==> src/rtl/spi_slave_param.sv <==
// Parametrised multi-word SPI slave clocked directly by SCLK, with a handshaked
// transmit holding register and receive valid/overrun/underrun/abort status.
module spi_slave_param #(
    parameter int unsigned           DATA_WIDTH = 8,
    parameter bit                    LSB_FIRST  = 1'b1,
    parameter logic [DATA_WIDTH-1:0] TX_IDLE    = '0
) (
    input  logic                  SCLK,
    input  logic                  reset,
    input  logic                  CS,
    input  logic                  MOSI,
    output logic                  MISO,
    input  logic [DATA_WIDTH-1:0] tx_data,
    input  logic                  tx_valid,
    output logic                  tx_ready,
    output logic [DATA_WIDTH-1:0] rx_data,
    output logic                  rx_valid,
    input  logic                  rx_ack,
    output logic [7:0]            word_count,
    output logic                  overrun,
    output logic                  underrun,
    output logic                  abort,
    input  logic                  status_clr
);

    localparam int unsigned     CW       = $clog2(DATA_WIDTH);
    localparam logic [CW-1:0]   LAST_BIT = CW'(DATA_WIDTH - 1);

    typedef enum logic {IDLE, SHIFT} mode_t;

    mode_t                 mode;
    logic [CW-1:0]         bitCnt;
    logic [CW-1:0]         capIdx;
    logic [DATA_WIDTH-1:0] rxShift;
    logic [DATA_WIDTH-1:0] rxNext;
    logic [DATA_WIDTH-1:0] txShift;
    logic [DATA_WIDTH-1:0] txHold;
    logic [DATA_WIDTH-1:0] txAdvanced;
    logic                  txFull;
    logic                  rxPending;
    logic                  boundary;
    logic                  txWrite;

    // The frame state follows CS directly; there is no separate state register.
    always_comb begin
        mode       = CS ? IDLE : SHIFT;
        boundary   = (mode == SHIFT) && (bitCnt == LAST_BIT);
        txWrite    = tx_valid && !txFull;
        capIdx     = LSB_FIRST ? bitCnt : LAST_BIT - bitCnt;
        rxNext     = rxShift;
        rxNext[capIdx] = MOSI;
        txAdvanced = LSB_FIRST ? (txShift >> 1) : (txShift << 1);
        MISO       = (mode == IDLE) ? 1'b0
                   : (LSB_FIRST ? txShift[0] : txShift[DATA_WIDTH-1]);
    end

    assign tx_ready = !txFull;

    always_ff @(posedge SCLK) begin
        if (reset) begin
            bitCnt     <= '0;
            rxShift    <= '0;
            rx_data    <= '0;
            rx_valid   <= 1'b0;
            txShift    <= TX_IDLE;
            txHold     <= '0;
            txFull     <= 1'b0;
            rxPending  <= 1'b0;
            word_count <= '0;
            overrun    <= 1'b0;
            underrun   <= 1'b0;
            abort      <= 1'b0;
        end else begin
            rx_valid <= 1'b0;
            abort    <= 1'b0;

            // Write and load are exclusive: a write needs the holder empty, a load needs it full.
            if (txWrite) begin
                txHold <= tx_data;
                txFull <= 1'b1;
            end
            if (rx_ack) begin
                rxPending <= 1'b0;
            end

            case (mode)
                IDLE: begin
                    abort      <= (bitCnt != '0);
                    bitCnt     <= '0;
                    word_count <= '0;
                    if (txFull) begin
                        txShift <= txHold;
                        txFull  <= 1'b0;
                    end else begin
                        txShift <= TX_IDLE;
                    end
                end
                SHIFT: begin
                    rxShift <= rxNext;
                    if (boundary) begin
                        rx_data   <= rxNext;
                        rx_valid  <= 1'b1;
                        bitCnt    <= '0;
                        rxPending <= 1'b1;
                        if (word_count != 8'hFF) begin
                            word_count <= word_count + 8'd1;
                        end
                        if (rxPending && !rx_ack) begin
                            overrun <= 1'b1;
                        end
                        if (txFull) begin
                            txShift <= txHold;
                            txFull  <= 1'b0;
                        end else begin
                            txShift  <= TX_IDLE;
                            underrun <= 1'b1;
                        end
                    end else begin
                        txShift <= txAdvanced;
                        bitCnt  <= bitCnt + CW'(1);
                    end
                end
                default: ;
            endcase

            if (status_clr) begin
                overrun  <= 1'b0;
                underrun <= 1'b0;
            end
        end
    end

endmodule
==> config.mk <==
export PLATFORM = sky130hd
export DESIGN_NAME = spi_slave_param
export DESIGN_NICKNAME = d
export VERILOG_FILES = /design/src/rtl/spi_slave_param.sv
export SDC_FILE = /design/constraint.sdc
export NUM_CORES = 1
export LEC_CHECK = 0
export CAP_MARGIN = 0
export CELL_PAD_IN_SITES_DETAIL_PLACEMENT = 0
export CELL_PAD_IN_SITES_GLOBAL_PLACEMENT = 2
export CORE_UTILIZATION = 40
export CTS_CLUSTER_DIAMETER = 30
export CTS_CLUSTER_SIZE = 8
export DETAILED_ROUTE_END_ITERATION = 16
export DONT_BUFFER_PORTS = 1
export GPL_TIMING_DRIVEN = 0
export PLACE_DENSITY = 0.83
export SLEW_MARGIN = 30
export SYNTH_ARGS = -nofsm -noshare
export SYNTH_HDL_FRONTEND = slang
export SYNTH_SLANG_ARGS = --single-unit
==> constraint.sdc <==
create_clock -name SCLK -period 3.9 [get_ports SCLK]
set_input_delay 0.585 -clock SCLK [delete_from_list [all_inputs] [get_ports SCLK]]
set_output_delay 0.585 -clock SCLK [all_outputs]
set_load 0.02 [all_outputs]
# After elaboration in Yosys (flattened, before gate mapping)
# Index checks and enable logic that the tools add are counted.
# word_totals
latch_bits	0
ram_bits	0
ff_bits	49
rom_bits	0
elab_cells	57
mem_count	0
# classes
addsub	2
n_reduce_logical	14
bitwise_logic	2
n_mux	21
n_mul	0
n_shift	0
n_eq_ne	4
n_div	0
magnitude_cmp	2
# op_table
op	count
two-way mux 8 bit	4
one-hot mux 8 bit (2 select lines)	2
two-way mux 1 bit	10
adder 8 x 1 -> 8 bit (second input constant)	1
bitwise mux 8 bit	1
!= test 8 bit (second input constant)	1
one-hot mux 3 bit (2 select lines)	1
AND reduction 3 bit	2
OR reduction 2 bit	3
logical AND 1 bit	4
< comparator 3 x 4 -> 1 bit (second input constant)	1
!= test 2 x 1 -> 1 bit (second input constant)	2
AND reduction 2 bit	2
adder 3 x 1 -> 3 bit (second input constant)	1
demux 1 bit (select 3 bit)	1
== test 3 bit (second input constant)	1
>= comparator 3 x 1 -> 1 bit (second input constant)	1
two-way mux 3 bit	1
nonzero test 3 bit	1
logical NOT 1 bit	2
NOT 1 bit	2
one-hot mux 1 bit (2 select lines)	1

# Depth between registers and ports, before layout
# Gate-level depths: netlist of the first run.
# logic_depth
depth_word	6
mapped_depth	6
mapped_depth_nobuf	5

# Least setup slack after synthesis of the first run
# OpenSTA, ideal clock, no wires.
# synth_timing
path_type	input-to-output
startpoint	input CS
endpoint	output MISO
slack_ns	2.243
stages	2
t_arrival_ns	1.072
cell_sequence	buf_4 > nor2b_1
# synth_via
elab_chain_cells	1
# synth_lines
element	line	rtl
from (decl)	10	input logic CS,
two-way mux 1 bit	53	MISO = (mode == IDLE) ? 1'b0
to (decl)	12	output logic MISO,
# No other way between the ends.

# Worst setup path in the final report of the first run
# layout_timing
startpoint	register bitCnt[0]
endpoint	register rx_data[2]
# layout_via
elab_chain_cells	5
word_cells_on_any_way	9
# layout_lines
element	line	rtl
from (decl)	32	logic [CW-1:0] bitCnt;
from (signal assigned)	120	bitCnt <= bitCnt + CW'(1);
< comparator 3 x 4 -> 1 bit (implied by the code) or >= comparator 3 x 1 -> 1 bit (tied branches)	51	rxNext[capIdx] = MOSI;
logical AND 1 bit (implied by the code)	51	
two-way mux 1 bit (implied by the code)	51	
demux 1 bit (select 3 bit)	51	
bitwise mux 8 bit	51	
to (signal assigned)	101	rx_data <= rxNext;
to (decl)	16	output logic [DATA_WIDTH-1:0] rx_data,
# Parallel ways exist; a longest one is shown, timed or not.
# A chain may end at the register's enable or synchronous reset.

==> results of run 1 <==
## routing by layer
| metal | track usage | wire length [um] | vias to the layer above |
|---|---|---|---|
| met5 | 0 | 0 | - |
| met4 | 0.0556 | 39 | 0 |
| met3 | 0.0370 | 189 | 5 |
| met2 | 0.269 | 2070 | 27 |
| met1 | 0.250 | 2300 | 779 |
| li1 | - | - | 837 |
## kinds of logic (layout without fill, tap and decap cells)
| group | after synthesis | after routing | synth area share |
|---|---|---|---|
| muxes | 17 | 17 | 0.0792 |
| DFF | 49 | 49 | 0.456 |
| buffers and inverters | 24 | 32 | 0.0559 |
| AOI/OAI and AO/OA | 41 | 41 | 0.116 |
| and+or+nand+nor | 100 | 100 | 0.269 |
| adders and majority gates | 4 | 4 | 0.0233 |
## power by group
part | total [mW] | leakage [nW] | switching, mW | internal [mW]
Combinational | 0.0566 | 0.359 | 0.0371 | 0.0196
Clock | 0.298 | 0.0374 | 0.171 | 0.127
Sequential | 0.516 | 0.397 | 0.00663 | 0.509
Total | 0.870 | 0.793 | 0.215 | 0.655
## cells in the mapped netlist (4+ instances only)
library cell	instances
mux2i_1	17
nor2_1	19
nand3_1	13
nor2b_1	4
ha_1	4
dfxtp_1	49
a21oi_1	20
nand2_1	30
clkbuf_1	9
a211oi_1	10
inv_1	7
nor3_1	9
## registers in the layout (all words and copies together) (netlist names), 3 cells and up
name and flops:
rxShift 8, rx_data 8, txHold 8, txShift 8, word_count 8, bitCnt 3
## cell type report
cell class	instances	area, um^2
clock buffer	6	72.6
tap	70	87.6
sequential	49	981
clock inverter	2	15.0
fill	560	2820
inverter	7	26.3
multi-input combinational	162	1050
buffer	17	93.8
## cell usage in the layout (no fill, tap or decap), types with 2 or more instances in the layout
cell         n
nor2_1      19
nor3b_1      2
nand3b_1     3
nor2b_1      4
nand2_1     30
o21ai_0      3
nor4b_4      3
clkbuf_1    10
buf_2        3
a41oi_1      2
dfxtp_1     49
nor3_1       9
clkinvlp_4   2
buf_6        3
a21oi_1     20
a211oi_1    10
mux2i_1     17
nand3_1     13
and4bb_2     3
a31oi_1      3
or2_2        2
ha_1         4
inv_1        7
nor3b_2      2
clkbuf_8     5
and4_1       3
## metrics by stage
stage	util	cell area, um^2	std cells	worst slack [ns]	hold WS [ns]
2_1_floorplan	-	2150	235	2.24	0.414
3_3_place_gp	0.435	2240	305	2.04	0.423
3_5_place_dp	0.435	2240	305	2.04	0.428
4_1_cts	0.452	2320	313	2.03	0.339
5_1_grt	0.452	2320	313	1.89	0.333
6_report	0.452	2320	313	2.04	0.343
## worst min path at each step
stage,depth (start not counted),to,startpoint,slack [ns]
global route,1,underrun,status_clr,0.33
global placement,2,txShift[7],txHold[7],0.42
floorplan,2,txShift[7],txHold[7],0.41
finish,1,overrun,status_clr,0.34
detailed placement,2,txShift[4],txShift[5],0.43
CTS,1,underrun,status_clr,0.34
==> metrics.cfg, run 1 <==
[critical_path]
cp-start-kind=flip-flop
arrival_ns=2.02
crit_type=reg -> reg
r2r-start=bitCnt[0]
cp_max_fo=10
crit_path_end=rx_data[2]
crit_path_max_incr_delay_ns=0.53
crit_cells=5
r2r_cells=5
critPathTopFamily=flip-flops
worst_path_max_delay_cell=dfxtp_1
crit_chain=ha_1, ha_1, nor2b_1, clkbuf_1, a311oi_1
crit_top_cell=ha_1
critPathRequiredTime_ns=4.06
reg2reg_slack_ns=2.04
critPathBufInv=1
startpoint=bitCnt[0]
r2r-end=rx_data[2]
end_kind=flip-flop

[layout]
area_delta_synth_final_pct=8.15
final_nets=261
n_antenna_cell=0
drive_gt1_frac=0.103

[detailed_routing]
ant_nets=0
vias_per_cell=5.27
first_pass_iters=4
drt-initial-drc-count=64
wire_per_inst_um=14.7
num_vias=1648
drt_wl_total_um=4600
drcViolationCount=0

[synth]
ys_top_cells_by_area=dfxtp_1 (46%), mux2i_1 (7.9%), nand2_1 (5.2%)
synth.largest_area_cell=dfxtp_1
synth_cell_types=36
syn-num-nets=254
syn_area_um2=2150
yosys_register_bits=49
syn_inst=235
ys_seq_area_frac=0.456
syn_area_per_cell_um2=9.15
synth.top_cell.area_share=0.456
ys_warn_count=0
synthArstFlopShare=0
synth_edf_count=0
synthFlopType=dfxtp_1

[clocking]
post_cts_buffers=0
clk_path_buf_depth=2
cts_resized=0
holdBufCountCts=0
cts_tree=built
path_clk_slew_ns=0.09
cts.htree.levels=2
root_buffer=clkbuf_8
numCtsBuffers=5
cts.sinks=49
clk_latency_ns=0.30

[sta]
max-slew-margin-rel=0.622
rsz0062_at_grt=false
period_share=0.476
finClkSkew_ns=0.00635
slew_viol_final=0
clock.fmax_ghz=0.538
hold_violations=0
min_period_ns=1.86
fin_setup_tns_ns=0
tightest_slew_ns=0.567
setup_viol=0

[power_and_ir_drop]
ir_drop_mv=0.170
power_leakage_nw=0.793
powerDensity_nw_per_um2=374
p_total_mw=0.870

[floorplanning]
io_pins=37
rows=26
die_x_um=75.3
die_area_um2=5670
start_util=0.418
die_y_um=75.3
core_area_um2=5140

[grt]
grt_start_max_net_pins=16
grt_use_total=0.176
grt.overflow.total=0
antenna_found_initial=0
first_global_vias=1575
grt_first_pass_wirelength_um=7470

[placement]
io_buffers=0
gp_congestion=0.758
hpwl_um=3200

[worst_hold_path]
min_path_type=in -> reg

[status]
status=complete, no violations

[job]
maxCapViolations=0

(Power assumes the default switching activity.)
==> run 2, diff against run 1 <==
--- a/config.mk
+++ b/config.mk
@@ -8,13 +8,13 @@
 export CAP_MARGIN = 0
 export CELL_PAD_IN_SITES_DETAIL_PLACEMENT = 0
 export CELL_PAD_IN_SITES_GLOBAL_PLACEMENT = 2
-export CORE_UTILIZATION = 40
+export CORE_UTILIZATION = 34
 export CTS_CLUSTER_DIAMETER = 30
 export CTS_CLUSTER_SIZE = 8
 export DETAILED_ROUTE_END_ITERATION = 16
 export DONT_BUFFER_PORTS = 1
 export GPL_TIMING_DRIVEN = 0
-export PLACE_DENSITY = 0.83
+export PLACE_DENSITY = 0.76
 export SLEW_MARGIN = 30
 export SYNTH_ARGS = -nofsm -noshare
 export SYNTH_HDL_FRONTEND = slang
==> constraint.sdc (replaced) <==
create_clock -name SCLK -period 1.62 [get_ports SCLK]
set_input_delay 0.243 -clock SCLK [delete_from_list [all_inputs] [get_ports SCLK]]
set_output_delay 0.243 -clock SCLK [all_outputs]
set_load 0.02 [all_outputs]
==> run 2 against run 1 <==
Cell count increased by 1.6%. Global-route usage shrank 1.6 points. Non-clock buffer count grew 1. Largest cell class unchanged.
==> metrics.cfg, run 2 (same netlist as run 1, synthesis figures left out) <==
[status]
status=complete, no violations

[critical_path]
r2r_cells=5  ; unchanged
r2r-end=rx_data[2]
cp_max_fo=10  ; unchanged
arrival_ns=1.69  ; -0.33 ns
cp-start-kind=flip-flop
critPathRequiredTime_ns=1.78  ; -2.28 ns
r2r-start=bitCnt[1]
end_kind=flip-flop
crit_type=reg -> reg
reg2reg_slack_ns=0.1  ; -1.95 ns

[floorplanning]
io_pins=37  ; unchanged
die_area_um2=6640  ; +17%
rows=28  ; +7.7%
die_x_um=81.5  ; +8.2%
core_area_um2=6030  ; +17%
start_util=0.357  ; -0.0615
die_y_um=81.5  ; +8.2%

[clocking]
root_buffer=clkbuf_8
cts_tree=built
numCtsBuffers=5  ; unchanged
path_clk_slew_ns=0.09  ; about the same
cts.sinks=49  ; unchanged
cts.htree.levels=2  ; unchanged
clk_latency_ns=0.29  ; about the same
clk_path_buf_depth=2  ; unchanged

[placement]
gp_congestion=0.661  ; -13%
io_buffers=0  ; unchanged
hpwl_um=3360  ; +5.1%
place_inst=310  ; +1.6%

[layout]
layout_common_cells=dfxtp_1 (45), nand2_1 (30), a21oi_1 (20), nor2_1 (19), mux2i_1 (17)
area_delta_synth_final_pct=11.2
final_nets=262  ; +0.38%
drive_gt1_frac=0.148  ; +0.0453
final_cells=318  ; +1.6%
final_util=0.397  ; -0.0557
final_common_cell=dfxtp_1
n_antenna_cell=0  ; unchanged
fillers=657  ; +17%

[detailed_routing]
wire_per_inst_um=15.1  ; +2.4%
ant_nets=0  ; unchanged
vias_per_cell=5.13  ; -2.6%
first_pass_iters=4  ; unchanged
drt_wl_total_um=4790  ; +4.0%
drcViolationCount=0  ; unchanged
num_vias=1631  ; -1.0%
drt-initial-drc-count=68  ; +6.3%

[sta]
period_share=0.941  ; +0.465
min_period_ns=1.52  ; -0.333 ns
setup_viol=0  ; unchanged
clock.fmax_ghz=0.656  ; +22%
slew_viol_final=0  ; unchanged
hold_violations=0  ; unchanged
tightest_slew_ns=0.568  ; +0.000212 ns
finClkSkew_ns=0.00415  ; -0.00219 ns
fin_setup_tns_ns=0  ; unchanged
max-slew-margin-rel=0.622  ; about the same

[worst_hold_path]
min_to=txHold[4]
min_path_type=in -> reg
hp-start=tx_data[4]
whs_path_depth=2  ; +1

[power_and_ir_drop]
p_total_mw=2.09  ; +140%
power_leakage_nw=0.811  ; +2.2%
ir_drop_mv=0.461  ; +170%
powerDensity_nw_per_um2=874  ; +130%

[grt]
grt_use_total=0.160  ; -0.0161
grt.overflow.total=0  ; unchanged
antenna_found_initial=0  ; unchanged
grt_first_pass_wirelength_um=8030  ; +7.6%
grt_start_max_net_pins=16  ; unchanged
first_global_vias=1614  ; +2.5%

[job]
maxCapViolations=0  ; unchanged

==> run 2: repair_timing <==
action                                  CTS  global route
buffers inserted                          0             1
hold buffers                              0             1
endpoints found under the setup margin   29            26
gates resized for setup                   8             9
hold endpoints to repair                  0             2
==> run 2: metrics by stage <==
stage          hold slack (ns)  setup WS [ns]  cell area, um^2
2_1_floorplan            0.320         0.0841             2150
3_3_place_gp             0.321         -0.254             2240
3_5_place_dp             0.323         -0.279             2240
4_1_cts                0.00229        0.00497             2340
5_1_grt                 0.0605       -0.00736             2390
6_report                0.0694         0.0952             2390
==> run 2: where the power goes <==
part	switching (mW)	internal (mW)
clock network	0.409	0.299
logic	0.0927	0.0507
registers	0.0140	1.22
total	0.516	1.57
==> run 2: critical path, cell delays in order (launching register included) <==
cell and delay (ns):
dfxtp_4 0.40, ha_1 0.17, ha_2 0.22, nor2b_2 0.18, clkbuf_2 0.29, a311oi_1 0.13
==> run 2: final cells by class <==
cell class	instances	area (um^2)	share of cell area
Buffer	16	104	0.0435
Clock buffer	5	68.8	0.0288
Clock inverter	2	16.3	0.00681
Inverter	7	26.3	0.0110
Multi-Input combinational cell	162	1070	0.449
Sequential cell	49	991	0.415
Tap cell	75	93.8	0.0393
Timing Repair Buffer	2	17.5	0.00733
==> run 2: how the worst max path moves through the flow <==
stage	from	end	depth (start not counted)
final	bitCnt[1]	rx_data[2]	5
after global routing	bitCnt[1]	rx_data[2]	6
after CTS	bitCnt[0]	txShift[0]	6
after detailed placement	bitCnt[0]	rx_data[2]	5
after global placement	bitCnt[0]	rx_data[2]	5
after floorplan	bitCnt[1]	word_count[7]	6
==> run 2: per-layer routing <==
| metal | vias up | wire length [um] | GRT usage |
|---|---|---|---|
| li1 | 839 | - | - |
| met1 | 760 | 2300 | 0.209 |
| met2 | 30 | 2220 | 0.263 |
| met3 | 2 | 234 | 0.0400 |
| met4 | 0 | 25 | 0.0375 |
| met5 | - | 0 | 0 |
